File: config.mk
export PLATFORM = sky130hd
export DESIGN_NAME = datain_unpack
export DESIGN_NICKNAME = d
export VERILOG_FILES = /design/src/rtl/datain_unpack.sv
export SDC_FILE = /design/constraint.sdc
export NUM_CORES = 1
export LEC_CHECK = 0
export ABC_AREA = 1
export CORE_MARGIN = 4
export CORE_UTILIZATION = 25
export DETAILED_ROUTE_END_ITERATION = 12
export GPL_ROUTABILITY_DRIVEN = 0
export PLACE_DENSITY_LB_ADDON = 0.25
export SYNTH_ARGS = -nofsm -noshare
export SYNTH_HDL_FRONTEND = slang
export SYNTH_SLANG_ARGS = --single-unit
File: constraint.sdc
create_clock -name clk -period 5.52 [get_ports clk]
set_input_delay 1.656 -clock clk [delete_from_list [all_inputs] [get_ports clk]]
set_output_delay 1.656 -clock clk [all_outputs]
set_load 0.01 [all_outputs]
File: src/rtl/datain_unpack.sv
// Assembles four bytes from a host RX FIFO into a little-endian 32-bit command
// word and writes it to a command FIFO; a stalled partial word is dropped after a timeout.
module datain_unpack #(
  parameter int StateBitWidth_c = 3,
  parameter int TimeoutCycles_c = 1024
) (
  input  logic                       clk,
  input  logic                       rst_n,
  input  logic                       fifoin_empty,
  input  logic [7:0]                 fifoin_data,
  output logic                       fifoin_rd_en,
  input  logic                       fifoout_full,
  output logic                       fifoout_wr_en,
  output logic [31:0]                fifoout_data,
  output logic                       timeout_event,
  output logic [15:0]                drop_count,
  output logic [StateBitWidth_c-1:0] state
);

  typedef enum logic [2:0] {
    IDLE  = 3'b000,
    B1    = 3'b001,
    B2    = 3'b010,
    B3    = 3'b011,
    WRITE = 3'b100,
    DROP  = 3'b101
  } state_e;

  localparam logic [15:0] Limit_c = 16'(TimeoutCycles_c - 1);

  state_e      state_q, state_d;
  logic [31:0] data_q, data_d;
  logic [15:0] cnt_q, cnt_d;
  logic [15:0] drop_q, drop_d;
  logic        to_q, to_d;
  logic        init_q, init_d;
  logic        pop;

  // init_q keeps the FIFO untouched on the first cycle after reset release.
  always_comb begin
    pop = init_q && !fifoin_empty &&
          (state_q == IDLE || state_q == B1 || state_q == B2 || state_q == B3);
  end

  always_comb begin
    state_d = state_q;
    data_d  = data_q;
    cnt_d   = 16'd0;
    drop_d  = drop_q;
    init_d  = 1'b1;
    case (state_q)
      IDLE, B1, B2, B3: begin
        if (pop) begin
          data_d[{state_q[1:0], 3'b000} +: 8] = fifoin_data;
          case (state_q)
            IDLE:    state_d = B1;
            B1:      state_d = B2;
            B2:      state_d = B3;
            default: state_d = WRITE;
          endcase
        end else if (state_q != IDLE && fifoin_empty) begin
          if (cnt_q == Limit_c) state_d = DROP;
          else                  cnt_d   = cnt_q + 16'd1;
        end
      end
      WRITE: if (!fifoout_full) state_d = IDLE;
      DROP: begin
        data_d  = 32'd0;
        drop_d  = (drop_q == 16'hFFFF) ? drop_q : drop_q + 16'd1;
        state_d = IDLE;
      end
      default: state_d = IDLE;
    endcase
    // Registered pulse that coincides with the DROP state.
    to_d = (state_d == DROP);
  end

  always_ff @(posedge clk or negedge rst_n) begin
    if (!rst_n) begin
      state_q <= IDLE;
      data_q  <= 32'd0;
      cnt_q   <= 16'd0;
      drop_q  <= 16'd0;
      to_q    <= 1'b0;
      init_q  <= 1'b0;
    end else begin
      state_q <= state_d;
      data_q  <= data_d;
      cnt_q   <= cnt_d;
      drop_q  <= drop_d;
      to_q    <= to_d;
      init_q  <= init_d;
    end
  end

  assign fifoin_rd_en  = pop;
  assign fifoout_wr_en = (state_q == WRITE) && !fifoout_full;
  assign fifoout_data  = data_q;
  assign timeout_event = to_q;
  assign drop_count    = drop_q;
  assign state         = StateBitWidth_c'(state_q);

endmodule

==> impl_metrics.ini, run 1 <==
[run_status]
status = finished, final reports clean

[setup_path]
cp.buffers_inverters = 5
path_cells = clkdlybuf4s50_1 > inv_1 > nand2_1 > inv_1 > nand2_4 > inv_4 > clkdlybuf4s50_1
end_kind = output port
critPathLaunchType = input port
cp.required_ns = 3.86
critPathKind = input port to output port
crit_slowest_cell = clkdlybuf4s50_1
cp_top_family = buffers and inverters
max_stage_delay_ns = 0.54
crit_fanout = 4
arrival_ns = 3.13

[synth]
syn_area_um2 = 3566
yosys_most_used_dff = dfrtp_1
yosysUniqueCellTypes = 37
synth_top_cells_by_area = dfrtp_1 48%, nand2_1 11%, nand3_1 5.8%, inv_1 4.7%, nor2_1 4.2%
yosys_warnings = 0
synth_top_cell_area_share_pct = 48.42
synth_edf_count = 0
ys_seq_elements = 69
synth_top_family_by_area = simple AND/OR/NAND/NOR gates
synth-xor-area-share_pct = 3.439
synthSimpleGateAreaFrac_pct = 27.05
syn-num-nets = 446
yosys.area.top_type = dfrtp_1
ys_async_sr_fraction_pct = 100.0
synth_fa_ha_area_share_pct = 3.158
muxShareOfSynthArea_pct = 0
synth-compound-area-share_pct = 10.35
avgSynthCellArea_um2 = 8.390
seq_area_frac_synth_pct = 48.42
synthCells = 425

[placed_design]
dp.cells = 662
placed_area_um2 = 4364
dp_hpwl_um = 6939
portBuffers = 65

[sta]
tightest_slew_ns = 1.110
period_minus_slack_ns = 4.786
setup_viol = 0
rsz0062_at_grt = no
fmax_mhz = 208.9
hold_viol = 0
finalSetupTns_ns = 0
drv_slew = 0
fin_crit_sh_pct = 86.70
skew_ns = 0.007332
relSlewSlack_pct = 25.49

[finish]
nFillCells = 1484
area_growth_syn_to_layout_pct = 31.23
final_area_um2 = 4679
drive_above_1_share_pct = 8.233
final_cells = 678
final_nets = 514
diodes = 0

[grt]
grt_pass1_wl_um = 15550
grt_pass1_vias = 2994
grt_max_degree = 42
grt_overflow = 0
antenna_found_initial = 0
track_usage_pct = 11.97

[flow_run]
cap_violations = 0

[worst_hold_path]
hp-class = flop to flop

[cts]
worstSkewPairLatency_ns = 0.33
cts_hold_buf = 0
ctsRootBufferMaster = clkbuf_16
cts.repair.resized = 0
clkSinkCount = 69
post-cts-setup-buffers = 0
clkSlewWorstSetupHoldPaths_ns = 0.05
cts_buffers = 9
htree_levels = 3
clockBufferDepth = 2
cts_tree = yes

[floorplan]
dieArea_um2 = 16240
die_w_um = 127.4
rows = 43
ios = 66
fp.dieH_um = 127.4
design.core.area_um2 = 13930
start_util_pct = 25.59

[pwr]
max-vdd-ir-drop_uv = 206.6
power_density_nw_per_um2 = 426.6
p_leak_nw = 2.035

[detailed_routing]
via_per_inst = 4.501
drc = 0
antenna_left = 0
vias = 3052
post_drt_wl_per_cell_um = 13.61
drt_wl_total_um = 9228
drtIter0Drc = 216
drt_first_pass_iters = 4
==> routing by layer <==
layer  wire, um  part of all wire [%]  track usage, %
met1       4299                    47           15.91
met2       4394                    48           19.05
met3        398                   4.3           3.010
met4        136                   1.5           3.975
met5          0                     0               0
==> metrics by stage <==
stage,utilization (%),hold WS (ns),total power [mW],setup WS (ns)
after floorplan,-,0.4312,1.092,1.783
after global placement,31.32,0.4569,1.382,0.7735
after detailed placement,31.32,0.4590,1.395,0.7260
after CTS,33.58,0.4663,2.024,0.7271
after global routing,33.58,0.4812,2.125,0.6526
final,33.58,0.4607,1.996,0.7341
==> Yosys cell counts (2+ instances only) <==
cell and number:
nor2_2 5, buf_6 4, o21a_1 8, o21ai_0 16
nor2_1 40, xor2_1 11, ha_1 9, o22ai_1 4
nor3b_1 2, o21ai_2 3, buf_4 4, xnor2_1 3
nand2_4 2, o21ai_1 7, inv_2 3, nor3_1 4
nand2_1 102, inv_1 45, a21oi_1 11, nand4_1 6
o31ai_1 3, nand2_2 6, nand3_1 41, dfrtp_1 69
o41ai_1 5
==> sequential cells by signal (all words and copies together), names as in the netlist <==
signal / cells
cnt_q: 16
timeout_event: 1
state: 3
init_q: 1
fifoout_data: 32
drop_count: 16
==> path summary, 6_finish.rpt <==
check                                   from               end  slack (ns)  cells past startpoint
worst max-delay path            fifoin_empty      fifoin_rd_en        0.73                      7
worst min-delay path                cnt_q[0]          cnt_q[0]        0.46                      1
worst max register to register      state[0]         cnt_q[14]        2.79                      9
worst min register to register      cnt_q[0]          cnt_q[0]        0.46                      1
max in group asynchronous              rst_n    drop_count[14]        3.11                      2
min in group asynchronous              rst_n  fifoout_data[30]        1.46                      1
==> power breakdown <==
group          internal, mW  switching, mW
registers             0.604         0.0795
logic                 0.310          0.388
clock network         0.393          0.222
total                  1.31          0.689
==> layout by cell type (no fill, tap or decap), types with 3 or more instances in the layout <==
master,Yosys,final
nand3_1,41,41
nand4_1,6,6
o21ai_1,7,7
o21a_1,8,8
nor3_1,4,4
nor2_1,40,40
xor2_1,11,11
ha_1,9,9
dfrtp_1,69,69
xnor2_1,3,3
o22ai_1,4,4
clkinv_2,0,3
nand2_1,102,102
inv_1,45,45
clkdlybuf4s50_1,0,64
a21oi_1,11,11
o41ai_1,5,5
o21ai_0,16,16
nand2_2,6,6
inv_2,3,3
nor2_2,5,5
o21ai_2,3,3
clkbuf_16,0,9
o31ai_1,3,3
==> layout make-up <==
cell class | count | area, um2 | area share, %
tap | 180 | 225.2 | 4.813
timing repair buffer | 66 | 653.1 | 13.96
clock buffer | 9 | 225.2 | 4.813
inverter | 49 | 186.4 | 3.984
clock inverter | 7 | 90.09 | 1.925
sequential | 69 | 1727 | 36.90
multi-input combinational | 298 | 1573 | 33.61
==> kinds of logic after synthesis <==
group / count (synthesis)
compound gates: 60
xor+xnor: 14
fa+ha+maj: 9
buf+inv: 58
flops: 69
other cells: 1
simple gates: 214
(Power assumes the default switching activity.)
==> inputs of run 2 (changes only) <==
--- a/config.mk
+++ b/config.mk
@@ -6,8 +6,10 @@
 export NUM_CORES = 1
 export LEC_CHECK = 0
 export ABC_AREA = 1
+export CORE_ASPECT_RATIO = 0.7
 export CORE_MARGIN = 4
-export CORE_UTILIZATION = 25
+export CORE_UTILIZATION = 56
+export CTS_CLUSTER_DIAMETER = 50
 export DETAILED_ROUTE_END_ITERATION = 12
 export GPL_ROUTABILITY_DRIVEN = 0
 export PLACE_DENSITY_LB_ADDON = 0.25
==> run 2 against run 1 <==
Effect of this change:
- design area is 4.7% lower
- combinational power is 1% lower
- core utilization is 38 points higher
- sequential share of layout area is 1.8 points higher
- hold slack hardly changed
- routed wire length is 8.6% lower
- highest routed layer unchanged
- clock skew is 0.0055 ns higher
- critical path type unchanged
- final cell count is 15% lower
- clock power is 25% lower
- sequential power hardly changed
- first-iteration DRC count is 20% lower
- clock-buffer cell count is 2 higher
==> impl_metrics.ini, run 2 (synthesized netlist as in run 1, its figures left out) <==
[run_status]
status = finished, final reports clean

[finish]
mostFrequentLayoutCells = 102 x nand2_1, 69 x dfrtp_1, 64 x clkdlybuf4s50_1
diodes = 0
drive_above_1_share_pct = 8.032
largest_reg_flops = 32
area_growth_syn_to_layout_pct = 25.12
final_nets = 514
final_common_cell = nand2_1

[placed_design]
dp_slack_ns = 0.7559
dp_hpwl_um = 6166
portBuffers = 65

[pwr]
intPower_mw = 1.181
power_density_nw_per_um2 = 411.7
p_leak_nw = 1.990
finalPower_mw = 1.837
p_clk_share_pct = 25.2
p_seq_share_pct = 37.1
p_sw_mw = 0.6555
combPwrFrac_pct = 37.6
swShare_pct = 35.68
max-vdd-ir-drop_uv = 319.8

[detailed_routing]
drc = 0
post_drt_wl_per_cell_um = 14.64
antenna_left = 0
vias = 3177
drt_wl_total_um = 8430
via_per_inst = 5.516
drtIter0Drc = 172
drt_first_pass_iters = 5

[floorplan]
rows = 24
dieArea_um2 = 7729
ios = 66
die_w_um = 103.4
fp.dieH_um = 74.77
design.core.area_um2 = 6216
start_util_pct = 57.37

[setup_path]
arrival_ns = 3.13
end_kind = output port
crit_fanout = 4
critPathLaunchType = input port
critPathKind = input port to output port
cp.required_ns = 3.86

[cts]
htree_levels = 3
clkSinkCount = 69
ctsRootBufferMaster = clkbuf_8
clockBufferDepth = 2
cts_buffers = 9
cts_tree = yes
cts_hold_buf = 0
post-cts-setup-buffers = 0
clkSlewWorstSetupHoldPaths_ns = 0.06
cts.repair.resized = 0
worstSkewPairLatency_ns = 0.35

[grt]
grt_max_degree = 47
grt_overflow = 0
antenna_found_initial = 0
grt_pass1_wl_um = 14180
grt_pass1_vias = 3002
track_usage_pct = 23.51

[sta]
hold_ws_ns = 0.4607
relSlewSlack_pct = 30.73
fin_crit_sh_pct = 86.67
layout_setup_ws_ns = 0.7360
period_minus_slack_ns = 4.784
finalSetupTns_ns = 0
tightest_slew_ns = 1.032
fmax_mhz = 209.0
setup_viol = 0
skew_ns = 0.01282
hold_viol = 0
rsz0062_at_grt = no
drv_slew = 0

[flow_run]
cap_violations = 0

[worst_hold_path]
hp-class = flop to flop
-- run 2: cell count changes in the layout (fill, tap and decap cells not counted) --
cell       change
clkbuf_16      -9
clkbuf_8      +10
clkinv_4       +1
clkbuf_1       +1
clkinv_2       -3
-- run 2: worst paths after layout --
kind / start / end / slack, ns / cells past startpoint
worst max-delay path: fifoin_empty / fifoin_rd_en / 0.74 / 7
worst min register to register: cnt_q[0] / cnt_q[0] / 0.46 / 1
worst max register to register: state[0] / cnt_q[14] / 2.80 / 9
max in group asynchronous: rst_n / init_q / 3.17 / 2
worst min-delay path: cnt_q[0] / cnt_q[0] / 0.46 / 1
min in group asynchronous: rst_n / fifoout_data[28] / 1.47 / 1
-- run 2: layout make-up --
cell class                      instances  area, um2
Tap cell                               78      97.59
Clock inverter                          5      83.83
Sequential cell                        69       1727
Inverter                               49      186.4
Clock buffer                           11      141.4
Multi-Input combinational cell        298       1573
Fill cell                             472       1754
Timing Repair Buffer                   66      653.1
-- run 2: worst max-delay path, cell delays in order --
cell and delay (ns):
clkdlybuf4s50_1 0.39, inv_1 0.08, nand2_1 0.09, inv_1 0.18, nand2_4 0.10, inv_4 0.08
clkdlybuf4s50_1 0.54
-- run 2: metal layers --
| metal | share of wire, % | track usage (%) | wire length [um] |
|---|---|---|---|
| met5 | 0 | 0 | 0 |
| met4 | 1.2 | 7.471 | 97 |
| met3 | 6.9 | 5.278 | 584 |
| met2 | 48 | 37.99 | 4013 |
| met1 | 44 | 31.90 | 3735 |
-- run 2: stage by stage --
| stage | utilization, % | cell area (um2) | cells |
|---|---|---|---|
| floorplan | - | 3566 | 425 |
| global placement | 68.16 | 4237 | 560 |
| detailed placement | 68.16 | 4237 | 560 |
| CTS | 71.78 | 4462 | 576 |
| global route | 71.78 | 4462 | 576 |
| finish | 71.78 | 4462 | 576 |
-- run 2: power groups by stage --
stage / logic, mW / registers [mW] / clock network, mW
2_1_floorplan: 0.374 / 0.718 / 0
3_3_place_gp: 0.668 / 0.686 / 0
3_5_place_dp: 0.690 / 0.688 / 0
4_1_cts: 0.694 / 0.683 / 0.470
5_1_grt: 0.765 / 0.696 / 0.491
6_report: 0.691 / 0.682 / 0.463
==> inputs of run 3 (changes only) <==
--- a/config.mk
+++ b/config.mk
@@ -11,7 +11,7 @@
 export CORE_UTILIZATION = 56
 export CTS_CLUSTER_DIAMETER = 50
 export DETAILED_ROUTE_END_ITERATION = 12
-export GPL_ROUTABILITY_DRIVEN = 0
+export GPL_ROUTABILITY_DRIVEN = 1
 export PLACE_DENSITY_LB_ADDON = 0.25
 export SYNTH_ARGS = -nofsm -noshare
 export SYNTH_HDL_FRONTEND = slang
==> results of run 3 <==
Final layout, timing and power as in run 2 (identical DEF).
==> edit 1, RTL diff (settings of run 3) <==
Make the reset (`rst_n`) synchronous in one clocked block.
--- a/src/rtl/datain_unpack.sv
+++ b/src/rtl/datain_unpack.sv
@@ -75,7 +75,7 @@
     to_d = (state_d == DROP);
   end
 
-  always_ff @(posedge clk or negedge rst_n) begin
+  always_ff @(posedge clk) begin
     if (!rst_n) begin
       state_q <= IDLE;
       data_q  <= 32'd0;
Check against the original RTL: differs if rst_n is asserted again (counterexample within 4 cycles, from zero or initial values and one cycle with rst_n low); with rst_n held inactive, the same outputs for 10 cycles.
==> edit 1 against run 3 <==
First-iteration DRC count rose by 42%. Clock skew shrank 6.7 ps. Synthesized area down 4.0%. Sequential cell count is the same. Global-route usage rose by 2.1 points. Worst setup slack worse by 130 ps. Register-to-register slack improved by 120 ps. Routed wire length increased by 6.6%. Synthesized cell count is 16% higher. Final area down 3.4%. Utilization up 2.3 points. Highest routed layer unchanged.
Power is not compared: it rests on default switching activity, and its combinational part moved more than twofold at a synthesized area within 25%.
==> edit 1: results (changes against run 3) <==
[run_status]
status = finished, final reports clean

[route]
drtIter0Drc = 244  ; +42%
met3_length_um = 672  ; +15%
routed_wire_length_per_instance_um = 14.1  ; -3.9%
via_count = 3399  ; +7.0%
routed_vias_inst = 5.32  ; -3.6%

[yosys]
dominantRegCellSynth = dfxtp_1
ys_types = 30  ; -19%
synthAdderAreaFrac = 0.0329  ; +0.00133
complex_gate_fraction_of_the_synthesized_area = 0.111  ; +0.00728
synth_sequential_area_ratio = 0.404  ; -0.0806
synthTopCellsByCount = nand2_1 (120), nor2_1 (87), dfxtp_1 (69)
async_reset_ff_frac = 0  ; -1.00
post_synth_xor_area_fraction = 0.0410  ; +0.00656
synth.net_count = 515  ; +15%

[setup_path]
timing.rr.end = fifoout_data[25]
largest_fanout_of_any_net_on_the_critical_path = 8  ; +4
worst-endpoint-arrival_ps = 3250  ; +120 ps
worst-r2r-setup-slack_ps = 2920  ; +120 ps
crit_path_max_incr_delay_ps = 610  ; +70 ps

[grt]
grt_use_met2 = 0.414  ; +0.0338
met1_capacity_usage_during_global_routing = 0.341  ; +0.0222
first_global_vias = 3346  ; +11%
grt_pass1_wl_mm = 15.2  ; +7.1%
use_met3 = 0.0579  ; +0.00510
pin_count_of_the_biggest_net_entering_global_routing = 32  ; -32%
grt_usage = 0.256  ; +0.0209

[timing]
slew_headroom = 0.258  ; -0.0495
final.hold.worst_slack_ps = 463  ; +2.66 ps
final.setup_skew_ps = 6.07  ; -6.75 ps

[pwr]
switchingPower_uw = 261
totalPowerFinal_uw = 1060

[hold_path]
worstHoldPathCells = 1  ; unchanged
holdPathEnd = cnt_q[0]
min_from = cnt_q[0]

[placement]
post_place_instance_area_um2 = 4100  ; -3.2%
finalWeightedCongestion = 0.963  ; +2.8%
placed_cells = 624  ; +11%
post-dp-hpwl_mm = 6.61  ; +7.1%
preCtsSetupSlack_ps = 650  ; -105 ps

[final_layout]
nFillCells = 503  ; +6.6%
drive_above_1_share = 0.0550  ; -0.0254

==> edit 1: layout make-up <==
| type | count | area, um^2 | share of cell area |
|---|---|---|---|
| inverter | 50 | 188 | 0.0436 |
| clock inverter | 4 | 73.8 | 0.0171 |
| multi-input combinational | 365 | 1790 | 0.415 |
| timing repair buffer | 65 | 651 | 0.151 |
| tap | 75 | 93.8 | 0.0218 |
| sequential | 69 | 1380 | 0.321 |
| clock buffer | 11 | 131 | 0.0305 |
==> edit 1: worst max path at each step <==
stage / end / from / slack [ps] / cells past startpoint
floorplan: fifoin_rd_en / fifoin_empty / 1740 / 3
global placement: fifoin_rd_en / fifoin_empty / 700 / 5
detailed placement: fifoin_rd_en / fifoin_empty / 650 / 5
CTS: fifoin_rd_en / fifoin_empty / 620 / 5
global route: fifoin_rd_en / fifoin_empty / 510 / 5
finish: fifoin_rd_en / fifoin_empty / 610 / 5
==> edit 2, RTL diff (settings of run 3) <==
Made on the original files. Set the parameter `StateBitWidth_c` to 6 (it was 3).
--- a/src/rtl/datain_unpack.sv
+++ b/src/rtl/datain_unpack.sv
@@ -1,7 +1,7 @@
 // Assembles four bytes from a host RX FIFO into a little-endian 32-bit command
 // word and writes it to a command FIFO; a stalled partial word is dropped after a timeout.
 module datain_unpack #(
-  parameter int StateBitWidth_c = 3,
+  parameter int StateBitWidth_c = 6,
   parameter int TimeoutCycles_c = 1024
 ) (
   input  logic                       clk,
Interface: changed (resized state); port bits go from 66 to 69. No check against the original RTL was run, so the function may have changed too.
==> edit 2 against run 3 <==
Sequential cell count unchanged. Non-clock buffer count is the same. Critical path depth unchanged. Fmax increased by 0.28%. Clock power decreased by 13%. Critical endpoint unchanged. Routed wire length up 1.4%. Synthesized area is 0.74% higher. Final area shrank 0.39%. Worst setup slack better by 13 ps. Global-route usage fell by 0.38 points. Largest power group unchanged. Clock skew is 3.0 ps lower. Power shrank 2.9%. Sequential power grew 0.6%.
==> edit 2: results (changes against run 3) <==
[final_layout]
final_net_count = 517  ; +0.58%
antenna_cells_inserted = 0  ; unchanged
largest_reg_flops = 32  ; unchanged
drive_above_1_share = 0.0818  ; +0.00152
nFillCells = 507  ; +7.4%

[grt]
pin_count_of_the_biggest_net_entering_global_routing = 43  ; -8.5%
grt_usage = 0.231  ; -0.00377
first_global_vias = 3014  ; +0.40%
grt_pass1_wl_mm = 14.2  ; about the same

[route]
finalWirelength_mm = 8.55  ; +1.4%
drtIter0Drc = 191  ; +11%
via_count = 3138  ; -1.2%

[timing]
tightestPinTransition_ps = 1050  ; +16.0 ps
final.setup_skew_ps = 9.78  ; -3.04 ps
final.hold.worst_slack_ps = 489  ; +28.0 ps
fmaxAchievable_mhz = 210  ; +0.28%

[setup_path]
reg2reg_from = state_q[0]
worst-endpoint-arrival_ps = 3110  ; -20 ps
crit_path_max_incr_delay_ps = 560  ; +20 ps
worst-r2r-setup-slack_ps = 2790  ; about the same

[clock_network]
clk_pin_slew_ps = 70
ctsHtreeMaxLevel = 3  ; unchanged
post_cts_resized = 0  ; unchanged
insertion_delay_ps = 350  ; about the same
clock-root-buffer = clkbuf_8
post_cts_buffers = 0  ; unchanged

[yosys]
async_reset_ff_frac = 1.00  ; unchanged
synth_sequential_area_ratio = 0.481  ; -0.00354
synth.area.top_cells = dfrtp_1 (48%), nand2_1 (11%), nand3_1 (5.7%)

[placement]
post-dp-hpwl_mm = 6.25  ; +1.4%
preCtsSetupSlack_ps = 743  ; -12.7 ps
finalWeightedCongestion = 0.877  ; -6.3%

[pwr]
p_sw_frac = 0.370  ; +0.0130
peakVddDrop_mv = 0.360  ; +13%
static-leakage-power_uw = 0.00200  ; +0.27%

[run_status]
status = finished, final reports clean

==> edit 2: per-stage QoR <==
step                      instance area (um^2)  utilization  std cells
final                                     4440        0.715        579
after CTS                                 4440        0.715        579
after floorplan                           3600            -        431
after global placement                    4250        0.683        563
after global routing                      4440        0.715        579
after detailed placement                  4250        0.683        563
==> edit 2: kinds of logic after synthesis <==
family / Yosys count / synth area share
xor+xnor: 14 / 0.0341
other cells: 2 / 0.00209
simple gates: 214 / 0.269
flops: 69 / 0.481
buf+inv: 61 / 0.0805
compound gates: 60 / 0.103
fa+ha+maj: 9 / 0.0313
==> edit 2: power by group through the flow <==
stage | Clock, uW | Combinational, uW | Sequential (uW)
2_1_floorplan | 0 | 376 | 718
3_3_place_gp | 0 | 678 | 689
3_5_place_dp | 0 | 692 | 690
4_1_cts | 409 | 697 | 684
5_1_grt | 430 | 771 | 699
6_report | 401 | 696 | 686
==> edit 2: path summary, 6_finish.rpt <==
check | to
max in group asynchronous | init_q
worst min register to register | cnt_q[0]
worst max register to register | cnt_q[14]
worst min-delay path | cnt_q[0]
min in group asynchronous | drop_count[8]
worst max-delay path | fifoin_rd_en
==> edit 2: layout make-up <==
class / count / share of cell area
flip-flops and latches: 69 / 0.389
multi-input cells: 301 / 0.356
repair buffers: 66 / 0.147
inverters: 49 / 0.0419
clock buffers: 13 / 0.0403
well taps: 78 / 0.0220
clock inverters: 3 / 0.00394
==> edit 2: worst max-delay path: cells and delay by family <==
kind	cells	cell delay [ps]
buffers and inverters	5	1280
AND/OR/NAND/NOR	2	180
==> edit 2: metal layers <==
layer / up-vias / share of wire / global-route usage
li1: 1519 / - / -
met1: 1488 / 0.46 / 0.304
met2: 119 / 0.45 / 0.375
met3: 12 / 0.077 / 0.0780
met4: 0 / 0.014 / 0.0678
met5: - / 0 / 0
